--- src/rtl/hazard_pkg.sv ---
// Shared types and constants for the RV32 pipeline hazard controller.
package hazard_pkg;

  typedef enum logic [1:0] {
    FWD_RF = 2'b00,
    FWD_W  = 2'b01,
    FWD_M  = 2'b10
  } fwd_sel_t;

  typedef enum logic [1:0] {
    RUN  = 2'b00,
    WAIT = 2'b01,
    ERR  = 2'b10
  } hz_state_t;

  localparam logic [1:0] RESULT_SRC_LOAD = 2'b01;

endpackage

--- src/rtl/hazard_fwd_sel.sv ---
// Per-operand forward selector: Memory-stage result wins over Writeback,
// and register x0 is never forwarded.
module hazard_fwd_sel
  import hazard_pkg::*;
#(
  parameter int REGISTER_ADDRESS_WIDTH = 5
) (
  input  logic [REGISTER_ADDRESS_WIDTH-1:0] rs,
  input  logic [REGISTER_ADDRESS_WIDTH-1:0] rdM,
  input  logic [REGISTER_ADDRESS_WIDTH-1:0] rdW,
  input  logic                              regWriteM,
  input  logic                              regWriteW,
  output fwd_sel_t                          fwdSel
);

  always_comb begin
    fwdSel = FWD_RF;
    if (regWriteM && (rdM != '0) && (rdM == rs)) begin
      fwdSel = FWD_M;
    end else if (regWriteW && (rdW != '0) && (rdW == rs)) begin
      fwdSel = FWD_W;
    end
  end

endmodule

--- src/rtl/hazard_unit.sv ---
// Forwarding, stall/flush control and data-memory wait sequencing for the
// five-stage RV32 core. Define HAZARD_PERF_EN to build the stall/flush counters.
module hazard_unit
  import hazard_pkg::*;
#(
  parameter int REGISTER_ADDRESS_WIDTH = 5,
  parameter int MEM_TIMEOUT            = 16
) (
  input  logic                              clk_i,
  input  logic                              rst_ni,
  input  logic [REGISTER_ADDRESS_WIDTH-1:0] Rs1D_i,
  input  logic [REGISTER_ADDRESS_WIDTH-1:0] Rs2D_i,
  input  logic [REGISTER_ADDRESS_WIDTH-1:0] Rs1E_i,
  input  logic [REGISTER_ADDRESS_WIDTH-1:0] Rs2E_i,
  input  logic [REGISTER_ADDRESS_WIDTH-1:0] RdE_i,
  input  logic [REGISTER_ADDRESS_WIDTH-1:0] RdM_i,
  input  logic [REGISTER_ADDRESS_WIDTH-1:0] RdW_i,
  input  logic                              RegWriteM_i,
  input  logic                              RegWriteW_i,
  input  logic [1:0]                        ResultSrcE_i,
  input  logic                              PCSrcE_i,
  input  logic                              MemReqM_i,
  input  logic                              MemAckM_i,
  output logic [1:0]                        ForwardAE_o,
  output logic [1:0]                        ForwardBE_o,
  output logic                              StallF_o,
  output logic                              StallD_o,
  output logic                              StallE_o,
  output logic                              StallM_o,
  output logic                              FlushD_o,
  output logic                              FlushE_o,
  output logic                              FlushW_o,
  output logic                              MemErr_o,
  output logic [31:0]                       StallCnt_o,
  output logic [31:0]                       FlushCnt_o,
  output hz_state_t                         State_o
);

  localparam int CntW = $clog2(MEM_TIMEOUT + 1);
  localparam logic [CntW-1:0] TimeoutVal = CntW'(MEM_TIMEOUT);

  fwd_sel_t        fwdA, fwdB;
  hz_state_t       state, nextState;
  logic [CntW-1:0] waitCnt, nextCnt;
  logic            lwStall, memHold;

  hazard_fwd_sel #(.REGISTER_ADDRESS_WIDTH(REGISTER_ADDRESS_WIDTH)) uFwdA (
    .rs(Rs1E_i), .rdM(RdM_i), .rdW(RdW_i),
    .regWriteM(RegWriteM_i), .regWriteW(RegWriteW_i), .fwdSel(fwdA)
  );

  hazard_fwd_sel #(.REGISTER_ADDRESS_WIDTH(REGISTER_ADDRESS_WIDTH)) uFwdB (
    .rs(Rs2E_i), .rdM(RdM_i), .rdW(RdW_i),
    .regWriteM(RegWriteM_i), .regWriteW(RegWriteW_i), .fwdSel(fwdB)
  );

  assign ForwardAE_o = fwdA;
  assign ForwardBE_o = fwdB;

  assign lwStall = (ResultSrcE_i == RESULT_SRC_LOAD) && (RdE_i != '0) &&
                   ((RdE_i == Rs1D_i) || (RdE_i == Rs2D_i));

  always_ff @(posedge clk_i or negedge rst_ni) begin
    if (!rst_ni) begin
      state   <= RUN;
      waitCnt <= '0;
    end else begin
      state   <= nextState;
      waitCnt <= nextCnt;
    end
  end

  // Memory handshake: MemReqM_i marks an access in M; the access completes in
  // the cycle MemAckM_i is high, and the pipeline advances at that edge.
  always_comb begin
    nextState = state;
    nextCnt   = waitCnt;
    memHold   = 1'b0;
    unique case (state)
      RUN: begin
        memHold = MemReqM_i && !MemAckM_i;
        nextCnt = '0;
        if (memHold) nextState = WAIT;
      end
      WAIT: begin
        memHold = !MemAckM_i;
        if (MemAckM_i) begin
          nextState = RUN;
          nextCnt   = '0;
        end else begin
          nextCnt = (waitCnt >= TimeoutVal) ? TimeoutVal : waitCnt + CntW'(1);
          if (nextCnt == TimeoutVal) nextState = ERR;
        end
      end
      ERR: begin
        memHold = 1'b1;
      end
      default: begin
        nextState = RUN;
        nextCnt   = '0;
      end
    endcase
  end

  // A held E stage keeps any taken branch, so flushes wait for the release.
  assign StallF_o = lwStall || memHold;
  assign StallD_o = lwStall || memHold;
  assign StallE_o = memHold;
  assign StallM_o = memHold;
  assign FlushW_o = memHold;
  assign FlushD_o = PCSrcE_i && !memHold;
  assign FlushE_o = (lwStall || PCSrcE_i) && !memHold;
  assign MemErr_o = (state == ERR);
  assign State_o  = state;

`ifdef HAZARD_PERF_EN
  logic [31:0] stallCnt, flushCnt;

  always_ff @(posedge clk_i or negedge rst_ni) begin
    if (!rst_ni) begin
      stallCnt <= '0;
      flushCnt <= '0;
    end else begin
      if (StallF_o && (stallCnt != '1)) stallCnt <= stallCnt + 32'd1;
      if (FlushE_o && (flushCnt != '1)) flushCnt <= flushCnt + 32'd1;
    end
  end

  assign StallCnt_o = stallCnt;
  assign FlushCnt_o = flushCnt;
`else
  assign StallCnt_o = '0;
  assign FlushCnt_o = '0;
`endif

endmodule
--- config.mk ---
export PLATFORM = sky130hd
export DESIGN_NAME = hazard_unit
export DESIGN_NICKNAME = d
export VERILOG_FILES = /design/src/rtl/hazard_pkg.sv /design/src/rtl/hazard_fwd_sel.sv /design/src/rtl/hazard_unit.sv
export SDC_FILE = /design/constraint.sdc
export NUM_CORES = 1
export LEC_CHECK = 0
export BUFFER_PORTS_ARGS = -buffer_cell sky130_fd_sc_hd__buf_2
export CAP_MARGIN = 15
export CORE_AREA = 2 2 65 67
export CTS_CLUSTER_SIZE = 12
export DETAILED_ROUTE_END_ITERATION = 10
export DIE_AREA = 0 0 67 69
export GPL_TIMING_DRIVEN = 1
export HOLD_SLACK_MARGIN = 0.06
export PLACE_DENSITY = 0.81
export RECOVER_POWER = 25
export SETUP_SLACK_MARGIN = 0.4
export SKIP_LAST_GASP = 1
export SLEW_MARGIN = 30
export SYNTH_ARGS = -nofsm -noshare
export SYNTH_HDL_FRONTEND = slang
export SYNTH_SLANG_ARGS = --single-unit
export TNS_END_PERCENT = 20
--- constraint.sdc ---
create_clock -name clk_i -period 1.65 [get_ports clk_i]
set_input_delay 0.33 -clock clk_i [delete_from_list [all_inputs] [get_ports clk_i]]
set_output_delay 0.33 -clock clk_i [all_outputs]
set_load 0.02 [all_outputs]
Word-level counts from Yosys, hierarchy flattened. Index checks and enable logic that the tools add are counted.

Register bits: 7. Input bits: 44. Output and inout port bits: 78. Word-level logic and storage cells: 50.

Add/subtract/negate cells: 1. Order comparisons: 1. Eq/ne operators: 12. Muxes and demuxes: 12. Bitwise logic cells: 1. Reductions and logical operators: 21.

Operator list (count): 5-bit == test (6); 5-bit nonzero test (3); 1-bit logical AND (11); 2-bit 2-to-1 mux (5); 5-bit 2-to-1 mux (2); 5-bit one-hot mux with 2 select lines (1); 2-bit one-hot mux with 3 select lines (1); 5-bit by 1-bit adder with 5-bit output, second input constant (1); 5-bit == test, second input constant (1); 5-bit >= comparator, second input constant (1); 2-bit by 1-bit == test with 1-bit output, second input constant (2); 1-bit logical OR (3); 3-bit inequality test, second input constant (1); 1-bit one-hot mux with 3 select lines (1); 3-bit AND reduction (1); 2-bit == test, second input constant (1); 1-bit logical NOT (2); 2-bit logical NOT (1); 1-bit 2-to-1 mux (2); 2-bit inequality test, second input constant (1); 1-bit inverter (1).

Longest topological paths before layout. Gate-level depths: netlist of run 1.

Word-level depth: 6. Mapped depth: 5. Gate-level depth less buffers: 4.

Hierarchy. Synthesis of run 1 repeated with hierarchy kept, for this count alone.

Cells, all modules: 171. Area, all modules: 1358.8 µm².

By module, submodules not included: hazard_unit (instances 1, cells an instance 131, area each 1056.0 µm², seq. area each 175.2 µm²); hazard_fwd_sel (instances 2, cells an instance 20, area each 151.4 µm², seq. area each 0.0 µm²).

Least setup slack after synthesis of run 1. Ideal clock, no wire load.

Path type: input to output. Start point: in RdM_i[1]. End point: out ForwardBE_o[0]. Data arrival time: 1673 ps. Required time: 1320 ps. Slack: -353 ps. Stages on the path: 4. Path buffers: 0. Path through: or4_4 -> o21ai_2 -> nor4_1 -> nor3_1.

Longest elaborated chain between the ends: 4. Elaborated cells on any way between the ends: 5. Those cells by class: eq/ne (1); mux (1); reduce/logical (3).

Ends and longest elaborated chain: start: declaration (RTL line hazard_unit.sv:16) `input logic [REGISTER_ADDRESS_WIDTH-1:0] RdM_i,`; 5-bit nonzero test (RTL line hazard_fwd_sel.sv:18) `if (regWriteM && (rdM != '0) && (rdM == rs)) begin`; 1-bit logical AND (RTL line hazard_fwd_sel.sv:18); 1-bit logical AND * (RTL line hazard_fwd_sel.sv:18); 2-bit 2-to-1 mux * (RTL line hazard_fwd_sel.sv:18); end: declaration (RTL line hazard_unit.sv:25) `output logic [1:0] ForwardBE_o,`.

Mark *: on every way between the ends. The rest lies on a longest branch, timed or not.

Worst setup path after layout of run 1.
Start point: in RdW_i[1]. End point: out ForwardAE_o[0].

Longest elaborated chain between the ends: 5. Elaborated cells on any way between the ends: 6. Those cells by class: eq/ne (1); mux (2); reduce/logical (3).

Ends and longest elaborated chain: start: declaration (RTL line hazard_unit.sv:17) `input logic [REGISTER_ADDRESS_WIDTH-1:0] RdW_i,`; 5-bit nonzero test (RTL line hazard_fwd_sel.sv:20) `end else if (regWriteW && (rdW != '0) && (rdW == rs)) begin`; 1-bit logical AND (RTL line hazard_fwd_sel.sv:20); 1-bit logical AND * (RTL line hazard_fwd_sel.sv:20); 1-bit 2-to-1 mux * (RTL line hazard_fwd_sel.sv:20); 2-bit 2-to-1 mux * (RTL line hazard_fwd_sel.sv:18); end: declaration (RTL line hazard_unit.sv:24) `output logic [1:0] ForwardAE_o,`.

Marked as above.

==> results.ini, run 1 <==
[run]
cap_violations = 0

[detailed_routing]
drc_errors = 0
drtIter0Drc = 26
firstDrtPassIters = 5
post_drt_wl_per_cell_um = 9.95
drt-total-wl_um = 2870
num_vias = 1127
drtAntennaViolNets = 0
via_per_inst = 3.91

[critical_path]
end_kind = output pin
required_ns = 1.32
cp_max_fo = 3
worst_path_largest_cell_delay_ns = 0.54
ff2ff_setup_slack_ns = 0.19
crit_slowest_cell = or4_4
worstSetupStartpointType = primary input
crit_chain = buf_2 -> xor2_1 -> or4_4 -> nor4_4 -> buf_4
critPathKind = primary input to output pin
r2r_cells = 5
reg2reg_from = State_o[0]$_DFFE_PN0P_
timing.rr.end = State_o[1]$_DFFE_PN0P_
cp.arrival_ns = 1.64

[pwr]
powerDensity_nw_per_um2 = 817
vdd_ir_drop_max_uv = 702
p_leak_nw = 0.919

[synth]
synth-edff-count = 0
synth.distinct_cells = 35
yosysMostFrequentCell = buf_4
ys_ff_latch = 7
ys_warn_count = 0
yosysTopAreaCell = buf_4
synth_common_cells = buf_4, xor2_1, xnor2_1
syn_avg_cell_area_um2 = 8.12
synth_top_area_share_pct = 38.7
synthCells = 160
async_flop_share_pct = 100
synth.area.top_cells = buf_4, xor2_1, dfrtp_1
synth_flop_cell = dfrtp_1
syn-cell-area_um2 = 1300
seq_area_frac_synth_pct = 13.5

[worst_hold_path]
hold_class = primary input to flop
holdPathEnd = State_o[0]$_DFFE_PN0P_
hold_depth = 2
hp-start = MemAckM_i

[grt]
grt_pass1_vias = 1039
gr-total-overflow = 0
grtUsageTotal_pct = 11.6
antenna_found_initial = 0
grt_pass1_wl_um = 4280
grt_start_max_net_pins = 8

[clocking]
cts_root_buf = clkbuf_8
cts_buffer_depth = 2
clkLatencyLatePin_ns = 0.23
clk_pin_slew_ns = 0.04
post_cts_buffers = 0
cts_inserted_buffers = 3
numClockSinks = 7
htreeDepth = 1
cts_tree = yes

[sta]
clock_skew_ns = 0.000477
slew_violations = 0
final.min_clock_period_ns = 1.97
setup_slack_ns = -0.318
post-route-period-util_pct = 119
finalHoldViolations = 0
max_freq_mhz = 508
rsz0062_at_grt = yes
finalSetupViolations = 11

[placement]
numPortBuffers = 57
place_inst = 283
hpwl_um = 2460
gp_congestion = 0.861

[layout]
syn2layout_area_growth_pct = 32.9
fin_cells = 288
drive_above_1_share_pct = 43.3
fin_nets = 285
multiInputGateArea_um2 = 955
diodes = 0
regArea_um2 = 178
fin_util_pct = 44.1
nFillCells = 397

[floorplanning]
die-area_um2 = 4620
core_um2 = 3910
die_h_um = 69
die_w_um = 67
start_util_pct = 33.2
fp-row-count = 23
ios = 122

[status]
violations = negative setup slack
status = finished with violations

==> layout by cell type (no fill, tap or decap), types with 2 or more instances in the layout <==
master    count
a22o_1        2
buf_2        51
buf_4        24
buf_6         2
clkbuf_1      2
clkbuf_8      3
conb_1       64
dfrtp_1       5
dfrtp_2       2
ha_1          2
inv_1         4
nand2_1       4
nand3_1       3
nor2_1        3
nor2_2        2
nor3_1        5
nor4_4        2
o21ai_0       3
o21ai_4       2
or4_4         2
xnor2_1       6
xnor2_2       3
xor2_1       22
==> power breakdown <==
| part | internal (W) | switching [W] | total, W | leakage, nW |
|---|---|---|---|---|
| registers | 0.000204 | 0.0000275 | 0.000231 | 0.0927 |
| clock network | 0.000167 | 0.0000762 | 0.000244 | 0.0228 |
| logic | 0.000367 | 0.000569 | 0.000935 | 0.804 |
==> what timing repair did <==
action | in CTS | in global routing
pin swaps | 2 | 2
endpoints found under the hold margin | 7 | 0
gates resized for setup | 5 | 8
endpoints found under the setup margin | 19 | 19
hold buffers | 1 | 0
==> worst max-delay path: cells and delay by family <==
family | cells | cell delay [ns]
XOR/XNOR | 1 | 0.16
buffers and inverters | 2 | 0.31
AND/OR/NAND/NOR | 2 | 0.84
==> state kept, by name (all words and copies together), names as in the netlist <==
name / cells
waitCnt: 5
State_o: 2
==> cell families after synthesis <==
logic type	synth area share, %
buf+inv	40.2
xor+xnor	20.9
simple gates	14.5
compound gates	7.90
flops	13.5
fa+ha+maj	1.93
other cells	0.289
mux	0.867
==> worst max-delay path by stage <==
stage	to	slack, ns	cells after the start	start
3_3_place_gp	ForwardAE_o[0]	-0.28	5	RdW_i[1]
6_report	ForwardAE_o[0]	-0.32	5	RdW_i[1]
4_1_cts	ForwardAE_o[0]	-0.31	5	RdW_i[1]
2_1_floorplan	ForwardAE_o[0]	-0.1	3	RdW_i[1]
3_5_place_dp	ForwardAE_o[0]	-0.33	5	RdW_i[1]
5_1_grt	ForwardAE_o[0]	-0.39	5	RdW_i[1]
==> per-stage QoR <==
| stage | hold slack [ns] | worst slack, ns | TNS (ns) | power (W) | instance area (µm²) |
|---|---|---|---|---|---|
| 3_5_place_dp | 0.178 | -0.329 | -0.993 | 0.00114 | 1610 |
| 5_1_grt | 0.344 | -0.385 | -1.90 | 0.00152 | 1730 |
| 4_1_cts | 0.316 | -0.311 | -1.30 | 0.00141 | 1680 |
| 3_3_place_gp | 0.171 | -0.276 | -0.865 | 0.00112 | 1610 |
| 6_report | 0.323 | -0.318 | -1.16 | 0.00141 | 1730 |
| 2_1_floorplan | 0.0344 | -0.0996 | -0.195 | 0.00102 | 1620 |
==> layout make-up <==
type | count | share of cell area [%]
Multi-Input combinational cell | 144 | 55.3
Timing Repair Buffer | 79 | 27.3
Sequential cell | 7 | 10.3
Tap cell | 50 | 3.62
Clock buffer | 4 | 2.61
Inverter | 4 | 0.870
==> per-layer routing <==
layer | vias to the layer above | GRT usage [%] | part of all wire, %
li1 | 550 | - | -
met1 | 513 | 13.2 | 37
met2 | 60 | 21.9 | 55
met3 | 4 | 0.979 | 7.5
met4 | 0 | 3.63 | 0.80
met5 | - | 0 | 0
Note: power is estimated with default switching activity, not from simulation.
==> run 2, diff against run 1 <==
--- a/config.mk
+++ b/config.mk
@@ -8,6 +8,7 @@
 export BUFFER_PORTS_ARGS = -buffer_cell sky130_fd_sc_hd__buf_2
 export CAP_MARGIN = 15
 export CORE_AREA = 2 2 65 67
+export CTS_BUF_LIST = sky130_fd_sc_hd__clkbuf_4 sky130_fd_sc_hd__clkbuf_8
 export CTS_CLUSTER_SIZE = 12
 export DETAILED_ROUTE_END_ITERATION = 10
 export DIE_AREA = 0 0 67 69
==> run 2 against run 1 <==
Net effect: the flow still finishes with violations (negative setup slack); global-route usage did not move; register-to-register slack barely moved; final area rose by 0.22%; first-iteration DRC count did not move; critical path depth did not move; setup slack barely moved; clock skew barely moved; count of clock-buffer cells in the layout did not move; hold slack barely moved; highest routed layer unchanged.
==> results.ini, run 2 (synthesis results as in run 1) <==
[critical_path]
startpoint = RdW_i[1]
ff2ff_setup_slack_ns = 0.19  ; about the same
end_kind = output pin
cpLargestDelayFamily = simple AND/OR/NAND/NOR gates
path_buf_inv = 2  ; unchanged
cp_max_fo = 3  ; unchanged
r2r_cells = 5  ; unchanged
timing.rr.end = State_o[1]$_DFFE_PN0P_
cp.arrival_ns = 1.64  ; about the same
crit_chain = buf_2 -> xor2_1 -> or4_4 -> nor4_4 -> buf_4
worst_path_largest_cell_delay_ns = 0.54  ; about the same
required_ns = 1.32  ; about the same
critPathKind = primary input to output pin
reg2reg_from = State_o[0]$_DFFE_PN0P_
crit_slowest_cell = or4_4
worstSetupStartpointType = primary input

[sta]
rsz0062_at_grt = yes
tns_ns = -1.17  ; -0.0150 ns
hold_slack_ns = 0.323  ; -0.0000810 ns
slew_violations = 0  ; unchanged
finalHoldViolations = 0  ; unchanged
post-route-period-util_pct = 119  ; about the same
max_freq_mhz = 508  ; about the same
finalSetupViolations = 11  ; unchanged
setup_slack_ns = -0.318  ; -0.0000190 ns
final.min_clock_period_ns = 1.97  ; +0.0000190 ns
clock_skew_ns = 0.000544  ; +0.0000674 ns

[layout]
final_common_cell = conb_1
drive_above_1_share_pct = 43.7  ; +0.42 points
regMostFlops = waitCnt
diodes = 0  ; unchanged
largest_reg_flops = 5  ; unchanged
fin_nets = 285  ; unchanged
syn2layout_area_growth_pct = 33.2
fin_cells = 288  ; unchanged
final_cell_mix = conb_1, buf_2, buf_4
nFillCells = 395  ; -0.50%

[detailed_routing]
post_drt_wl_per_cell_um = 9.96  ; about the same
drt-total-wl_um = 2870  ; about the same
drtIter0Drc = 26  ; unchanged
via_per_inst = 3.90  ; -0.35%
num_vias = 1123  ; -0.35%
drc_errors = 0  ; unchanged
drtAntennaViolNets = 0  ; unchanged
firstDrtPassIters = 5  ; unchanged

[pwr]
powerDensity_nw_per_um2 = 824  ; +0.95%
vdd_ir_drop_max_uv = 702  ; about the same
p_leak_nw = 0.923  ; +0.37%

[floorplanning]
ios = 122  ; unchanged
fp-row-count = 23  ; unchanged
die_h_um = 69  ; unchanged
start_util_pct = 33.2  ; unchanged
core_um2 = 3910  ; unchanged
die-area_um2 = 4620  ; unchanged
die_w_um = 67  ; unchanged

[clocking]
cts_buffer_depth = 2  ; unchanged
cts_inserted_buffers = 3  ; unchanged
numClockSinks = 7  ; unchanged
post_cts_buffers = 0  ; unchanged
cts_tree = yes
clkLatencyLatePin_ns = 0.23  ; about the same
htreeDepth = 1  ; unchanged
clk_pin_slew_ns = 0.04  ; about the same
cts_root_buf = clkbuf_8

[placement]
numPortBuffers = 57  ; unchanged
hpwl_um = 2460  ; unchanged
place_inst = 283  ; unchanged
gp_congestion = 0.861  ; unchanged

[status]
status = finished with violations
violations = negative setup slack

[grt]
antenna_found_initial = 0  ; unchanged
grt_pass1_vias = 1039  ; unchanged
grtUsageTotal_pct = 11.6  ; unchanged
grt_pass1_wl_um = 4280  ; unchanged
grt_start_max_net_pins = 8  ; unchanged
gr-total-overflow = 0  ; unchanged

[run]
cap_violations = 0  ; unchanged

[worst_hold_path]
hold_depth = 2  ; unchanged
holdPathEnd = State_o[0]$_DFFE_PN0P_
hp-start = MemAckM_i
hold_class = primary input to flop

## run 2: worst max path at each step
stage | to | depth (start not counted) | slack (ns)
6_report | ForwardAE_o[0] | 5 | -0.32
3_3_place_gp | ForwardAE_o[0] | 5 | -0.28
4_1_cts | ForwardAE_o[0] | 5 | -0.31
5_1_grt | ForwardAE_o[0] | 5 | -0.39
3_5_place_dp | ForwardAE_o[0] | 5 | -0.33
2_1_floorplan | ForwardAE_o[0] | 3 | -0.1
## run 2: area by class of cell
cell class	count	area [µm²]	share of cell area, %
inverters	4	15.0	0.868
multi-input cells	144	955	55.2
well taps	50	62.6	3.62
repair buffers	79	472	27.3
clock buffers	4	48.8	2.82
flip-flops and latches	7	178	10.3
## run 2: power breakdown
| part | switching (W) | leakage, nW | internal [W] |
|---|---|---|---|
| Combinational | 0.000569 | 0.804 | 0.000367 |
| Clock | 0.0000763 | 0.0262 | 0.000184 |
| Sequential | 0.0000275 | 0.0927 | 0.000204 |
| Total | 0.000672 | 0.923 | 0.000754 |
## run 2: through the flow
stage,cell area [µm²],utilization [%],total power [W],worst slack (ns)
2_1_floorplan,1620,-,0.00102,-0.0996
3_3_place_gp,1610,41.0,0.00112,-0.276
3_5_place_dp,1610,41.0,0.00114,-0.329
4_1_cts,1680,43.0,0.00143,-0.311
5_1_grt,1730,44.2,0.00154,-0.385
6_report,1730,44.2,0.00143,-0.318
## run 2: repair_timing
item	4_1_cts	5_1_grt
pin swaps	2	2
gates resized for setup	5	8
endpoints found under the setup margin	19	19
gates cloned	0	0
hold endpoints to repair	7	0
hold buffers	1	0
## run 2: layer usage
metal / global-route usage, % / vias to the layer above / share of wire [%]
met2: 21.9 / 58 / 55
met5: 0 / - / 0
li1: - / 550 / -
met3: 0.979 / 2 / 7.5
met4: 3.63 / 0 / 0.49
met1: 13.2 / 513 / 37
